File: src/rtl/i2c_master_tx.sv
// I2C master transmitter: pops bytes from the TX FIFO and sends them to a 7-bit
// slave as one write transaction (START, address+W, data until empty, STOP).
module i2c_master_tx #(
    parameter int unsigned data_size = 8,
    parameter int unsigned CLK_DIV   = 25
) (
    input  logic                 i2c_clk,
    input  logic                 i2c_reset_n,
    input  logic                 enable,
    input  logic [6:0]           slave_address,
    input  logic [data_size-1:0] read_data,
    input  logic                 read_empty,
    output logic                 read_increment,
    input  logic                 scl_in,
    input  logic                 sda_in,
    output logic                 scl_oe,
    output logic                 sda_oe,
    output logic                 busy,
    output logic                 ack_error,
    output logic                 done
);

    localparam int unsigned DIV_W = (CLK_DIV > 1) ? $clog2(CLK_DIV) : 1;
    localparam logic [DIV_W-1:0] DIV_LAST = DIV_W'(CLK_DIV - 1);

    typedef enum logic [2:0] {
        ST_IDLE,
        ST_START,
        ST_ADDR,
        ST_ADDR_ACK,
        ST_DATA,
        ST_DATA_ACK,
        ST_STOP
    } state_e;

    state_e           state_q, state_d;
    logic [1:0]       quarter_q, quarter_d;
    logic [DIV_W-1:0] div_q, div_d;
    logic [2:0]       bit_q, bit_d;
    logic [7:0]       shift_q, shift_d;
    logic [6:0]       addr_q, addr_d;
    logic             ack_q, ack_d;
    logic             ack_error_d, busy_d, done_d, pop_d;
    logic             scl_oe_d, sda_oe_d;
    logic             in_ack;

    assign in_ack = (state_q == ST_ADDR_ACK) || (state_q == ST_DATA_ACK);

    // Sequencing: quarter timing, bit counting and state decisions at the end of q3
    always_comb begin
        state_d     = state_q;
        quarter_d   = quarter_q;
        div_d       = div_q;
        bit_d       = bit_q;
        shift_d     = shift_q;
        addr_d      = addr_q;
        ack_d       = ack_q;
        ack_error_d = ack_error;
        busy_d      = busy;
        done_d      = 1'b0;
        pop_d       = 1'b0;

        if (state_q == ST_IDLE) begin
            if (enable && !read_empty) begin
                state_d     = ST_START;
                addr_d      = slave_address;
                ack_error_d = 1'b0;
                busy_d      = 1'b1;
            end
        end else if (quarter_q == 2'd1 && !scl_in) begin
            // A slave holding SCL low freezes the released quarter
            div_d = '0;
        end else if (div_q != DIV_LAST) begin
            div_d = DIV_W'(div_q + 1'b1);
        end else begin
            div_d     = '0;
            quarter_d = 2'(quarter_q + 2'd1);
            if (quarter_q == 2'd2 && in_ack) begin
                ack_d = sda_in;
            end
            if (quarter_q == 2'd3) begin
                case (state_q)
                    ST_START: begin
                        state_d = ST_ADDR;
                        shift_d = {addr_q, 1'b0};
                        bit_d   = '0;
                    end
                    ST_ADDR, ST_DATA: begin
                        shift_d = {shift_q[6:0], 1'b0};
                        bit_d   = 3'(bit_q + 3'd1);
                        if (bit_q == 3'd7) begin
                            state_d = (state_q == ST_ADDR) ? ST_ADDR_ACK : ST_DATA_ACK;
                        end
                    end
                    ST_ADDR_ACK, ST_DATA_ACK: begin
                        if (ack_q) begin
                            ack_error_d = 1'b1;
                            state_d     = ST_STOP;
                        end else if ((state_q == ST_ADDR_ACK || enable) && !read_empty) begin
                            state_d = ST_DATA;
                            shift_d = 8'(read_data);
                            bit_d   = '0;
                            pop_d   = 1'b1;
                        end else begin
                            state_d = ST_STOP;
                        end
                    end
                    ST_STOP: begin
                        state_d = ST_IDLE;
                        busy_d  = 1'b0;
                        done_d  = 1'b1;
                    end
                    default: state_d = ST_IDLE;
                endcase
            end
        end
    end

    // Line drive for the position being entered, so the pins are registered
    always_comb begin
        scl_oe_d = 1'b0;
        sda_oe_d = 1'b0;
        case (state_d)
            ST_START: begin
                scl_oe_d = (quarter_d == 2'd3);
                sda_oe_d = quarter_d[1];
            end
            ST_ADDR, ST_DATA: begin
                scl_oe_d = (quarter_d == 2'd0) || (quarter_d == 2'd3);
                sda_oe_d = ~shift_d[7];
            end
            ST_ADDR_ACK, ST_DATA_ACK: begin
                scl_oe_d = (quarter_d == 2'd0) || (quarter_d == 2'd3);
            end
            ST_STOP: begin
                scl_oe_d = (quarter_d == 2'd0);
                sda_oe_d = ~quarter_d[1];
            end
            default: ;
        endcase
    end

    always_ff @(posedge i2c_clk or negedge i2c_reset_n) begin
        if (!i2c_reset_n) begin
            state_q        <= ST_IDLE;
            quarter_q      <= '0;
            div_q          <= '0;
            bit_q          <= '0;
            shift_q        <= '0;
            addr_q         <= '0;
            ack_q          <= 1'b0;
            scl_oe         <= 1'b0;
            sda_oe         <= 1'b0;
            read_increment <= 1'b0;
            busy           <= 1'b0;
            ack_error      <= 1'b0;
            done           <= 1'b0;
        end else begin
            state_q        <= state_d;
            quarter_q      <= quarter_d;
            div_q          <= div_d;
            bit_q          <= bit_d;
            shift_q        <= shift_d;
            addr_q         <= addr_d;
            ack_q          <= ack_d;
            scl_oe         <= scl_oe_d;
            sda_oe         <= sda_oe_d;
            read_increment <= pop_d;
            busy           <= busy_d;
            ack_error      <= ack_error_d;
            done           <= done_d;
        end
    end

endmodule

File: config.mk
export PLATFORM = sky130hd
export DESIGN_NAME = i2c_master_tx
export DESIGN_NICKNAME = d
export VERILOG_FILES = /design/src/rtl/i2c_master_tx.sv
export SDC_FILE = /design/constraint.sdc
export NUM_CORES = 1
export LEC_CHECK = 0
export ABC_AREA = 0
export CAP_MARGIN = 20
export CORE_MARGIN = 8
export CORE_UTILIZATION = 60
export CTS_BUF_LIST = sky130_fd_sc_hd__clkbuf_4 sky130_fd_sc_hd__clkbuf_8
export DETAILED_ROUTE_END_ITERATION = 12
export PLACE_DENSITY = 0.87
export SLEW_MARGIN = 20
export SYNTH_ARGS = -nofsm -noshare
export SYNTH_HDL_FRONTEND = slang
export SYNTH_SLANG_ARGS = --single-unit
File: constraint.sdc
create_clock -name i2c_clk -period 6.6 [get_ports i2c_clk]
set_input_delay 1.65 -clock i2c_clk [delete_from_list [all_inputs] [get_ports i2c_clk]]
set_output_delay 1.65 -clock i2c_clk [all_outputs]
set_load 0.02 [all_outputs]
* Word level (Yosys, flattened, before mapping)
Cells that the tools add are included.
Storage, ports and cells: register bits after elaboration 35, bits of input ports 21, output and inout port bits 6
Operators by class: add/subtract/negate cells 3, equal/unequal tests 23, multiplexer cells 52, bitwise operators 5, reduce and logical (&&, ||, !) cells 25
Operator list (number):
- 8-bit two-way mux | 6
- 3-bit two-way mux | 9
- 1-bit two-way mux | 25
- 8-bit case mux with 3 select lines | 1
- 3-bit equality test, second input constant | 7
- 3-bit case mux with 3 select lines | 2
- 3-bit by 2-bit equality test with 1-bit output, second input constant | 4
- 2-bit two-way mux | 5
- 5-bit two-way mux | 2
- 2-bit != test, second input constant | 4
- 2-bit nonzero test | 4
- 7-bit AND reduction | 1
- 2-bit equality test, second input constant | 3
- 3-bit by 1-bit equality test with 1-bit output, second input constant | 2
- 1-bit case mux with 3 select lines | 2
- 6-bit AND reduction | 1
- 2-bit OR reduction | 3
- 5-bit by 1-bit adder with 5-bit output, second input constant | 1
- 5-bit != test, second input constant | 1
- 1-bit NOT | 5
- 5-bit AND reduction | 1
- 1-bit logical AND | 4
- 4-bit AND reduction | 1
- 4-bit OR reduction | 1
- 10 further kinds | 13

* Logic depth before layout (Yosys ltp)
Gate-level depths: netlist (run 1).
depth after elaboration 13, mapped depth 10

* Least setup slack after synthesis (run 1)
Ideal clock, no wire load.
kind input-to-reg, from input port enable, to register sda_oe, setup time 0.126 ns, arrival 3.119 ns, required time 6.474 ns, path slack 3.355 ns, stages on the path 6, buffers on the path 0, path through nand3b_1 > a2111oi_4 > a222oi_1 > o32ai_2 > mux2i_1 > a311o_1
RTL lines:
- start: declaration | line 9 | input logic enable,
- 1-bit logical OR | line 99 | end else if ((state_q == ST_ADDR_ACK || enable) && !read_empty) begin
- 1-bit logical AND | line 99
- 8-bit two-way mux | line 99
- 8-bit two-way mux | line 96 | if (ack_q) begin
- 8-bit case mux with 3 select lines | line 82 | case (state_q)
- 8-bit two-way mux | line 81 | if (quarter_q == 2'd3) begin
- 8-bit two-way mux | line 73 | end else if (div_q != DIV_LAST) begin
- 8-bit two-way mux | line 70 | end else if (quarter_q == 2'd1 && !scl_in) begin
- 8-bit two-way mux | line 63 | if (state_q == ST_IDLE) begin
- named net shift_d[7] | line 40 | logic [7:0] shift_q, shift_d;
- 1-bit NOT | line 130 | sda_oe_d = ~shift_d[7];
- 1-bit case mux with 3 select lines | line 123 | case (state_d)
- named net sda_oe_d | line 44 | logic scl_oe_d, sda_oe_d;
- end signal: assignment | line 167 | sda_oe <= sda_oe_d;
- end: declaration | line 17 | output logic sda_oe,
The timed path passes the listed nets, and every way through them passes these cells. The select of a mux whose other input is x is not followed. A chain may end at the register's enable or synchronous reset.

* Worst setup path in the final report (run 1)
Same ends and word-level chain as after synthesis.

==> impl.org, run 1 <==
** Logic synthesis
- Yosys mapped a number of flops with a built-in enable equal to 0.
- Number of register bits inferred by synthesis :: 35
- Counting flops with an async set or reset pin after synthesis yields a share of 100.0%.
- After synthesis, the largest family of logic cells by area is simple AND/OR/NAND/NOR gates.
- The synthesized design devotes to its leading area cell type 48.44% of total area.
- Adder-Cell Fraction of Synth Area :: 6.228%
- Summing every instance area after synthesis gives 0.001808 mm2.
- XOR/XNOR Fraction of Synth Area :: 1.938%
- Top_reg_cell synth :: sky130_fd_sc_hd__dfrtp_1
- Averaged over all synthesized cells, the footprint is 9.934 um2.
- The number of different library cells used by synthesis comes to 42.
- sky130_fd_sc_hd__dfrtp_1 is the most common cell in the netlist.
- For this run, the number of Yosys warnings is 0.
- Summing the areas of all compound-gate instances in the mapped netlist gives 16.54% of the synthesized area.
- Cell taking the most area after synthesis :: sky130_fd_sc_hd__dfrtp_1
- After synthesis, the cell types taking the most area are sky130_fd_sc_hd__dfrtp_1, sky130_fd_sc_hd__ha_1, sky130_fd_sc_hd__nand2_1.
- Post-Syn Instances :: 182
- When the netlist entered floorplanning its net count stood at 212.
- Most frequent cells after synthesis :: sky130_fd_sc_hd__dfrtp_1, sky130_fd_sc_hd__nand2_1, sky130_fd_sc_hd__inv_1
- Proportion of synthesized chip area in sequential cells :: 48.44%
- After Yosys synthesis, and, or, nand and nor cells account for 18.89% of the synthesized area.
- Multiplexer cells account for 2.491% of the synthesized area.

** Detailed routing
- Wire length per cell after detailed routing :: 17.50 um
- WL final :: 4252 um
- Once detail routing completed, the nets flagged for antenna violations numbered 0.
- The first detailed-routing pass ran for 4 iterations.
- After detailed routing, the number of remaining DRC violations is 0.
- Using the TritonRoute via totals, the vias-per-cell ratio works out to 6.198.
- 1st-iter DRT viols :: 134
- The final route contains 1506 vias.

** Setup path
- Worst setup path startpoint :: enable
- Worst-path fanout max :: 9
- The critical path in this run is classified as in -> reg.
- Arrival time worst endpoint :: 4010 ps
- Depth of the worst register-to-register path :: 6
- Startpoint class of the critical path :: input pin
- For flop-to-flop paths, the worst setup slack is 3980 ps.
- STA classifies the critical path endpoint as a flop.
- For this run, the slowest stage of the critical path takes 650 ps.
- Termination of the worst setup path :: sda_oe
- The signal on the critical path passes through clkdlybuf4s50_1 > nand3b_1 > a2111oi_4 > a222oi_1 > o32ai_2 > mux2i_1 > a311o_1.
- Reg2reg start :: state_q[0]
- In this run the critical register-to-register path is captured at sda_oe.
- The largest individual stage delay along the critical path comes from the cell sky130_fd_sc_hd__a2111oi_4.
- At the worst endpoint, the required time is 6840 ps.

** Place
- Final weighted congestion of routability-driven global placement :: 0.8985
- PortBufs :: 26
- Detailed placement ended at an HPWL of 3057 um.

** STA
- Final critical-path required period :: 3771 ps
- Setup violations remaining at the end of the flow were counted as 0.
- Final worst clock skew :: 9.293 ps
- Setup repair after global routing left no endpoint under its margin.
- The worst path uses 57.14% of the clock period.
- In this run the tightest slew margin relative to its limit is 45.69%.
- Final hold violations :: 0
- In the final timing run, aggregate negative setup slack is 0 ps.
- For the pin with the worst max-slew slack, the measured transition is 808.4 ps.
- For this run, the top clock speed supported by timing is 0.2652 GHz.
- Final Slew Violations :: 0

** Final layout
- The area growth from synthesis to layout is 21.45%.
- Total Nets Final :: 239
- Core occupancy in the finished layout :: 74.36%
- Number of antenna diodes :: 0
- In the final layout, the share of cells above drive strength 1 is 8.571%.

** Global route
- Initial antenna violation count :: 0
- Entering global routing, the biggest net connects 36 pins.
- Met2 track utilization from global routing :: 28.63%
- Across every metal layer, demand over resource in global routing totals 17.32%.
- Wire length of the first global-routing pass :: 6934 um
- Total grt overflow :: 0
- Vias in the first global route :: 1520
- Met3 Usage GRT :: 5.085%
- Routing layer with the top usage in global route :: met2
- Met1 Use GR :: 19.69%

** Die
- Floorplan die area :: 0.005026 mm2
- Effective utilization at floorplan :: 61.23%
- The floorplan has 20 rows.
- Die Wd :: 70.90 um
- Core outline area :: 0.002953 mm2
- During I/O placement, the number of pins put on the boundary was 27.
- Die Span Y :: 70.90 um

** Clock network
- TritonCTS built the clock tree.
- Clock slew at the register clock pins of the worst setup and hold paths :: 110 ps
- Number of clock sinks seen by CTS :: 35
- Clock latency on the worst-skew pair, taken at its later pin, is 340 ps.
- After clock tree synthesis, the repair step resized 0 gates.
- Once the clock tree was built, the setup fixing pass inserted 0 buffers.
- The clock tree synthesis step divided the H-tree into 2 levels.
- Clock tree synthesis inserted a total of 5 buffers.
- After clock tree synthesis, the flow added hold-fix buffers numbering 0.
- Max Buffers Root-to-Sink :: 2
- The tree is rooted in a sky130_fd_sc_hd__clkbuf_4.

** Power
- Across the VDD grid, the largest voltage drop is 0.0001154 V.
- Summed over all cells, the static leakage comes to 0.9910 nW.
- Pwr per Cell Area :: 193.7 mW/mm2

** Hold path
- The worst hold path begins at addr_q[6].
- Tightest Hold Check Type :: reg -> reg

** Status
- Status :: completed

** Run
- Max-cap violation count :: 0
-- report_power, final --
| group | switching, mW | total [mW] | internal (mW) |
|---|---|---|---|
| Combinational | 0.00697 | 0.0181 | 0.0112 |
| Sequential | 0 | 0.214 | 0.214 |
| Clock | 0.0752 | 0.193 | 0.118 |
-- kinds of logic after synthesis --
group | after synthesis
and+or+nand+nor | 68
AOI/OAI and AO/OA | 39
DFF | 35
buffers and inverters | 23
adders and majority gates | 9
xor gates and xnor gates | 4
muxes | 4
-- critical path: cells and delay by family --
kind | cells | cell delay, ps
AOI/OAI and AO/OA | 4 | 1530
muxes | 1 | 130
and+or+nand+nor | 1 | 150
buffers and inverters | 1 | 550
-- final cells by class --
type / instances / area (um2)
repair buffers: 27 / 267.8
flip-flops and latches: 35 / 875.8
clock buffers: 5 / 37.54
multi-input cells: 124 / 845.8
well taps: 33 / 41.29
inverters: 16 / 60.06
fillers: 216 / 757.0
clock inverters: 3 / 67.56
-- state kept, by name (all words and copies together) (netlist names) --
name,cells
shift_q,8
addr_q,7
div_q,5
bit_q,3
state_q,3
quarter_q,2
ack_error,1
ack_q,1
busy,1
done,1
read_increment,1
scl_oe,1
sda_oe,1
-- layer usage --
layer	share of wire, %	up-vias
met3	8.1	9
met2	51	70
li1	-	707
met1	39	720
met5	0	-
met4	1.2	0
-- cells in the final DEF, fill, tap and decap left out, types with 2 or more instances in the layout --
| cell type | Yosys | routed |
|---|---|---|
| sky130_fd_sc_hd__o31ai_1 | 2 | 2 |
| sky130_fd_sc_hd__o21ai_0 | 7 | 7 |
| sky130_fd_sc_hd__nand2_1 | 25 | 25 |
| sky130_fd_sc_hd__clkdlybuf4s50_1 | 0 | 26 |
| sky130_fd_sc_hd__inv_2 | 2 | 2 |
| sky130_fd_sc_hd__nand2b_1 | 3 | 3 |
| sky130_fd_sc_hd__clkbuf_4 | 0 | 5 |
| sky130_fd_sc_hd__nor2_1 | 9 | 9 |
| sky130_fd_sc_hd__nand4b_1 | 2 | 2 |
| sky130_fd_sc_hd__a222oi_1 | 7 | 7 |
| sky130_fd_sc_hd__nor2b_1 | 2 | 2 |
| sky130_fd_sc_hd__nor3_1 | 3 | 3 |
| sky130_fd_sc_hd__nand4_1 | 5 | 5 |
| sky130_fd_sc_hd__ha_1 | 9 | 9 |
| sky130_fd_sc_hd__nor4_1 | 2 | 2 |
| sky130_fd_sc_hd__o21ai_1 | 5 | 5 |
| sky130_fd_sc_hd__nand3_1 | 9 | 9 |
| sky130_fd_sc_hd__xnor2_1 | 3 | 3 |
| sky130_fd_sc_hd__nand3b_1 | 2 | 2 |
| sky130_fd_sc_hd__mux2i_1 | 2 | 2 |
| sky130_fd_sc_hd__a311o_1 | 2 | 2 |
| sky130_fd_sc_hd__bufinv_16 | 0 | 2 |
| sky130_fd_sc_hd__dfrtp_1 | 35 | 35 |
| sky130_fd_sc_hd__a21oi_1 | 7 | 7 |
| sky130_fd_sc_hd__o211ai_1 | 2 | 2 |
| sky130_fd_sc_hd__inv_1 | 14 | 14 |
-- per-stage QoR --
step	setup slack (ps)	hold WS (ps)	power (mW)	instances	cell area (um2)
global route	2757	537.1	0.4352	243	2196
global placement	2468	472.0	0.2363	235	2083
CTS	2716	509.0	0.4281	243	2188
detailed placement	2367	479.6	0.2367	235	2083
finish	2829	507.5	0.4254	243	2196
floorplan	3355	446.3	0.2193	182	1808
-- worst min path at each step --
stage | slack, ps | depth (start not counted) | end
floorplan | 450 | 2 | addr_q[0]
global placement | 470 | 2 | addr_q[2]
detailed placement | 480 | 2 | addr_q[1]
CTS | 510 | 2 | addr_q[3]
global route | 540 | 2 | addr_q[1]
finish | 510 | 2 | addr_q[6]
No activity file was read; power rests on OpenSTA's default activity.
==> run 2: changes to the inputs <==
- CORE_UTILIZATION: 60 -> 50
- PLACE_DENSITY: 0.87 -> 0.78
- clock period: 6.6 -> 3.3 ns (I/O delays scaled with it)
==> run 2 against run 1 <==
Against the previous run: clock skew down 5.0 ps; worst setup slack worse by 2100 ps; flip-flop and latch count unchanged; global-route usage down 3.8 points; clock power up 98%; combinational power up 97%; critical path depth unchanged; power up 99%; sequential share of layout area down 0.87 points; register-to-register slack worse by 2900 ps; design area up 2.2%; critical endpoint unchanged; highest routed layer unchanged.
==> impl.org, run 2 (synthesized netlist as in run 1, its figures left out) <==
** Setup path
- Startpoint class of the critical path :: input pin
- Largest stage delay on the critical path :: 530 ps
- Slowest stage cell, crit path :: sky130_fd_sc_hd__clkdlybuf4s50_1
- Worst-path fanout max :: 4
- Data on the critical path is required at its endpoint by 3520 ps.
- Reg-to-reg endpoint :: sda_oe
- Cells along the critical path :: clkdlybuf4s50_1 > nand3b_1 > a2111oi_4 > a222oi_1 > o32ai_2 > mux2i_1 > a311o_1
- Kind of cell with the highest combined delay on the critical path :: compound AO/OA/AOI/OAI gates
- Register-to-register path setup slack :: 1070 ps
- The worst register-to-register path has a depth of 8.
- Counting both buffers and inverters, the worst setup path holds a total of 1.
- Worst Setup End Kind :: flop
- Arrival time worst endpoint :: 2800 ps
- Type of the worst setup path :: in -> reg
- The worst register-to-register path begins at div_q[0].

** Clock network
- After clock tree synthesis, the clock-pin slew on the worst setup and hold paths is 100 ps.
- Once the clock tree was built, the setup fixing pass inserted 0 buffers.
- Buffer cell driving the clock tree root :: sky130_fd_sc_hd__clkbuf_4
- For the worst-skew pair, the clock arrives at the later sink with an insertion delay of 320 ps.
- The clock tree synthesis step divided the H-tree into 2 levels.
- Buffers inserted to repair hold after CTS numbered 0.
- In this run the deepest clock path goes through 2 buffers.
- CTS buffer count :: 5
- Counting every sink on the clock net gives 35.
- Resized Gates After CTS :: 0
- TritonCTS built the clock tree.

** STA
- Final hold violations :: 0
- Final setup violation count :: 0
- At the pin with the least slew margin, the transition time is 468.9 ps.
- Headroom to the max-slew limit came out at 68.50%.
- The tightest hold path in the finished design has a slack of 495.2 ps.
- The count of pins over their slew limit came to 0.
- Final critical-path required period :: 2581 ps
- Setup slack of the critical path after layout :: 718.7 ps
- Highest clock rate :: 0.3874 GHz
- Unrepaired setup endpoints after global routing :: false
- Final critical-path share of the clock period :: 78.22%
- Adding up every negative setup slack in the final design gives 0 ps.
- The clock arrives with 4.277 ps of skew.

** Power
- Total power for the finished layout comes to 0.8477 mW.
- Static power due to leakage :: 1.022 nW
- In this run the power density over the cells is 377.7 mW/mm2.
- Max IR drop VDD :: 0.0002405 V

** Hold path
- Hold Startpoint :: addr_q[4]
- For hold timing, the worst endpoint is addr_q[4].
- The worst hold path belongs to the class reg -> reg.
- Worst Hold Path Cells :: 2

** Status
- Status :: completed

** Final layout
- Commonest cells after routing, fill and taps aside :: sky130_fd_sc_hd__dfrtp_1, sky130_fd_sc_hd__clkdlybuf4s50_1, sky130_fd_sc_hd__nand2_1
- The register with the most flip-flops in the layout has 8 of them.
- Total Nets Final :: 244
- Number of filler instances in the final layout :: 334
- Leaving out fill and tap cells, the most frequent cell in the layout is sky130_fd_sc_hd__dfrtp_1.
- 0 antenna diodes ended up in the layout.
- The area growth from synthesis to layout is 24.15%.
- Register containing the most flip-flops in the final layout :: shift_q
- Of the cells placed in the final design, the portion with a size suffix greater than 1 is 10.70%.
- In the final layout, the registers with the most flip-flops are shift_q (8), addr_q (7), div_q (5).

** Global route
- In the global route stage, met1 resource usage came out at 17.62%.
- Largest net degree at the start of global routing :: 36
- For this run, global-route usage on met2 was measured as 21.59%.
- The initial antenna violation count came to 0.
- Across every metal layer, demand over resource in global routing totals 13.49%.
- Vias in the first global route :: 1480
- The first global-routing pass estimated 6699 um of wire.
- Routing layer with the top usage in global route :: met2
- Total grt overflow :: 0
- Global routing used 2.358% of the available met3 tracks.

** Place
- Input and output buffers added on the ports amount to 26.
- Dpl ws :: 375.0 ps
- DP Wirelength :: 2736 um
- Final weighted congestion of routability-driven global placement :: 0.8255

** Run
- Max-cap violations in this run came to 0.

** Die
- Die Wd :: 76.13 um
- Measured along the y axis, the die boundary spans 76.13 um.
- The floorplan has 22 rows.
- The die covers 0.005796 mm2.
- The core region is 0.003578 mm2.
- 27 I/O pins were placed.
- Effective utilization at floorplan :: 50.52%

** Detailed routing
- WL final :: 3738 um
- For this block, the via count after detailed routing is 1430.
- DRC viols :: 0
- Via-per-instance ratio :: 5.437
- Final ANT Viol Nets :: 0
- For this run, the detailed router's first-pass iteration total came to 4.
- Wire length per cell after detailed routing :: 14.21 um
- 1st-iter DRT viols :: 155
## run 2: cell count changes in the layout (fill, tap and decap cells not counted)
cell | before | now
sky130_fd_sc_hd__a211oi_2 | 0 | 1
sky130_fd_sc_hd__clkinvlp_4 | 1 | 0
sky130_fd_sc_hd__clkbuf_4 | 5 | 6
sky130_fd_sc_hd__a211oi_4 | 1 | 0
sky130_fd_sc_hd__buf_4 | 1 | 6
## run 2: report_power, final
group	total, mW	switching [mW]	leakage, nW	internal (mW)
Clock	0.383	0.139	0.0559	0.245
Sequential	0.429	0	0.464	0.429
Combinational	0.0357	0.0134	0.502	0.0223
Total	0.848	0.152	1.02	0.696
## run 2: worst min-delay path: cells and delay by family, from the launching register on
family           cells  cell delay, ps
flip-flops           1             360
AND/OR/NAND/NOR      2             110
## run 2: metrics by stage
| step | area (um2) | std cells | utilization [%] |
|---|---|---|---|
| floorplan | 1808 | 182 | - |
| global placement | 2140 | 255 | 59.79 |
| detailed placement | 2140 | 255 | 59.79 |
| CTS | 2245 | 263 | 62.73 |
| global route | 2245 | 263 | 62.73 |
| finish | 2245 | 263 | 62.73 |
## run 2: worst max path at each step
stage                      start     end  cells after the start
after floorplan           enable  sda_oe                      6
after global placement    enable  sda_oe                      7
after detailed placement  enable  sda_oe                      7
after CTS                 enable  sda_oe                      7
after global routing      enable  sda_oe                      7
final                     enable  sda_oe                      7
## run 2: metal layers
metal	routed length (um)	vias to the layer above
li1	-	718
met1	1733	668
met2	1773	37
met3	172	7
met4	57	0
met5	0	-
## run 2: final cells by class
class,count,area (um2),share of cell area [%]
clock buffer,6,45.04,2.007
inverter,16,60.06,2.676
clock inverter,2,60.06,2.676
sequential,35,875.8,39.02
tap,48,60.06,2.676
multi-input combinational,124,838.3,37.35
timing repair buffer,32,305.3,13.60
==> run 3: changes to the inputs <==
- CORE_UTILIZATION: 50 -> 56
- PLACE_DENSITY: 0.78 -> 0.82
- clock period: 3.3 -> 2.7 ns (I/O delays scaled with it)
==> run 3 against run 2 <==
Against the previous run: clock-buffer cell count is the same; critical path depth is the same; largest power group unchanged; critical path type unchanged; non-clock buffer count grew 3; cell count shrank 0.38%; via count grew 4.3%.
==> impl.org, run 3 (synthesized netlist as in run 1, its figures left out) <==
** Status
- Status :: completed

** Power
- Max IR drop VDD :: 0.0003605 V
- In this run the static leakage power is 1.010 nW.
- Total power :: 0.8496 mW
- Dividing total power by cell area gives a power density of 383.6 mW/mm2.

** Die
- Die Span Y :: 72.82 um
- The die is 72.82 um wide.
- After floorplanning, the core was divided into 20 placement rows.
- Effective utilization at floorplan :: 59.22%
- Core outline area :: 0.003053 mm2
- The floorplan step defined a die boundary enclosing 0.005303 mm2.
- 27 I/O pins were placed.

** Detailed routing
- Via-per-instance ratio :: 5.691
- Total number of vias :: 1491
- DRC viols :: 0
- For this run, the detailed router's first-pass iteration total came to 4.
- The first routing iteration left 161 violations.
- Once detail routing completed, the nets flagged for antenna violations numbered 0.
- Dividing the detail-routed wire length by the instance count gives 15.21 um.
- For this block, the routed nets add up to 3986 um of wire.

** Global route
- All-layer global routing usage :: 15.85%
- In the global route stage, met2 resource usage came out at 25.84%.
- Met3 Usage GRT :: 4.396%
- Met1 Use GR :: 19.73%
- Largest net degree at the start of global routing :: 36
- The initial antenna violation count is 0.
- The via count of the first global-routing pass was 1452.
- Total grt overflow :: 0
- In this run the most used layer during global routing was met2.
- The first global-routing pass estimated 6658 um of wire.

** Setup path
- Arrival time worst endpoint :: 2590 ps
- Required time at the worst-slack endpoint :: 2920 ps
- The number of buffers and inverters on the critical path is 1.
- Worst Setup End Kind :: flop
- Worst-path fanout max :: 3
- The kind of cell with the highest combined delay along the critical path is compound AO/OA/AOI/OAI gates.
- Startpoint class of the critical path :: input pin
- By startpoint and endpoint, the worst setup path is classified as in -> reg.
- Cells along the critical path :: clkdlybuf4s50_1 > nand3b_1 > a2111oi_4 > a222oi_1 > o32ai_2 > mux2i_1 > a311o_1
- For this run, the slowest stage of the critical path takes 480 ps.
- Slowest stage cell, crit path :: sky130_fd_sc_hd__clkdlybuf4s50_1

** Final layout
- Cell Count, Final, Fillers Out :: 262
- Of the cells placed in the final design, the portion with a size suffix greater than 1 is 11.93%.
- At the end of the flow, the number of nets in the layout was 247.
- Number of antenna diodes :: 0
- Largest registers in the final layout :: shift_q (8), addr_q (7), div_q (5)
- In the final layout, the multi-input gates occupy 838.3 um2.
- Compared with the post-synthesis result, the final layout area differs by 22.49%.
- Register containing the most flip-flops in the final layout :: shift_q
- Most common cell after layout, fill and taps aside :: sky130_fd_sc_hd__dfrtp_1
- Flip-flop count of the largest register, all copies and words added :: 8
- Fill cells in the final layout number 219.
- Commonest cells after routing, fill and taps aside :: sky130_fd_sc_hd__dfrtp_1, sky130_fd_sc_hd__clkdlybuf4s50_1, sky130_fd_sc_hd__nand2_1
- Area occupied by registers :: 875.8 um2

** STA
- Setup violations remaining at the end of the flow were counted as 0.
- In this run the tightest slew margin relative to its limit is 69.65%.
- The count of pins over their slew limit is 0.
- In the post-route analysis, the smallest setup slack over all paths is 325.0 ps.
- Highest clock rate :: 0.4210 GHz
- For the final database, setup skew stands at 8.372 ps.
- The worst path in the final design needs a cycle of 2375 ps, including I/O delays and setup.
- Unrepaired setup endpoints after global routing :: false
- Final hold violations :: 0
- Transition time at the pin with the least slew margin :: 451.8 ps
- Of the available clock period, the critical path in the final layout requires 87.96%.

** Place
- At the end of routability-driven placement, the weighted congestion stood at 0.8322.
- Counting tap cells, the placed design contains a total of 254 instances.
- Port buffering added 26 buffers.
- Once detailed placement completed, the half-perimeter wirelength came to 2990 um.
- Dpl ws :: -36.77 ps

** Clock network
- TritonCTS clock tree :: built
- Clock slew at the register clock pins of the worst setup and hold paths :: 100 ps
- In this run, post-CTS hold repair placed 0 buffers.
- Clock tree synthesis found a total of 35 sinks.
- The H-tree was split into 2 levels.
- Counting along the longest clock path gives a buffer depth of 2.
- Clock tree synthesis inserted a total of 5 buffers.
- Post-CTS repair changed the size of 0 cells.
- The cell sitting at the root of the clock tree is a sky130_fd_sc_hd__clkbuf_4.
- Clock latency reported for the late side of the worst-skew pair :: 330 ps
- After clock tree synthesis, the setup repair step added 0 buffers.

** Hold path
- Tightest Hold Check Type :: reg -> reg

** Run
- Max-cap violation count :: 0
-- run 3: cell count changes in the layout (fill, tap and decap cells not counted) --
cell                         delta
sky130_fd_sc_hd__buf_4          +3
sky130_fd_sc_hd__bufinv_16      -2
sky130_fd_sc_hd__clkinv_2       +1
sky130_fd_sc_hd__clkinvlp_4     +1
-- run 3: layout make-up --
class,instances,share of cell area [%]
clock buffers,6,2.034
clock inverters,2,0.5650
inverters,16,2.712
multi-input cells,124,37.85
flip-flops and latches,35,39.55
well taps,44,2.486
repair buffers,35,14.80
-- run 3: routing by layer --
metal,share of wire (%),routed length [um]
met5,0,0
met4,0.25,10
met3,5.0,200
met2,51,2029
met1,44,1745
-- run 3: worst paths after layout --
kind / slack (ps) / from / depth (start not counted) / to
worst min-delay path: 500 / addr_q[3] / 2 / addr_q[3]
worst max-delay path: 320 / enable / 7 / sda_oe
worst min register to register: 500 / addr_q[3] / 2 / addr_q[3]
worst max register to register: 450 / div_q[0] / 8 / sda_oe
min in group asynchronous: 740 / i2c_reset_n / 2 / done
max in group asynchronous: 1650 / i2c_reset_n / 2 / state_q[1]
-- run 3: tightest hold or removal path, stage by stage, from the launching register on --
cell	delay [ps]
sky130_fd_sc_hd__dfrtp_1	370
sky130_fd_sc_hd__nand2_1	50
sky130_fd_sc_hd__nand2_1	60
-- run 3: metrics by stage --
| step | hold WS, ps | utilization [%] | TNS [ps] | cell area, um2 |
|---|---|---|---|---|
| floorplan | 379.4 | - | 0 | 1808 |
| global placement | 458.6 | 70.66 | 0 | 2157 |
| detailed placement | 472.0 | 70.66 | -36.77 | 2157 |
| CTS | 499.4 | 72.54 | 0 | 2215 |
| global route | 519.3 | 72.54 | 0 | 2215 |
| finish | 500.5 | 72.54 | 0 | 2215 |
-- run 3: power by group --
| group | switching, mW | total (mW) | leakage (nW) | internal (mW) |
|---|---|---|---|---|
| registers | 0 | 0.524 | 0.464 | 0.524 |
| logic | 0.0160 | 0.0441 | 0.515 | 0.0281 |
| clock network | 0.171 | 0.282 | 0.0317 | 0.111 |
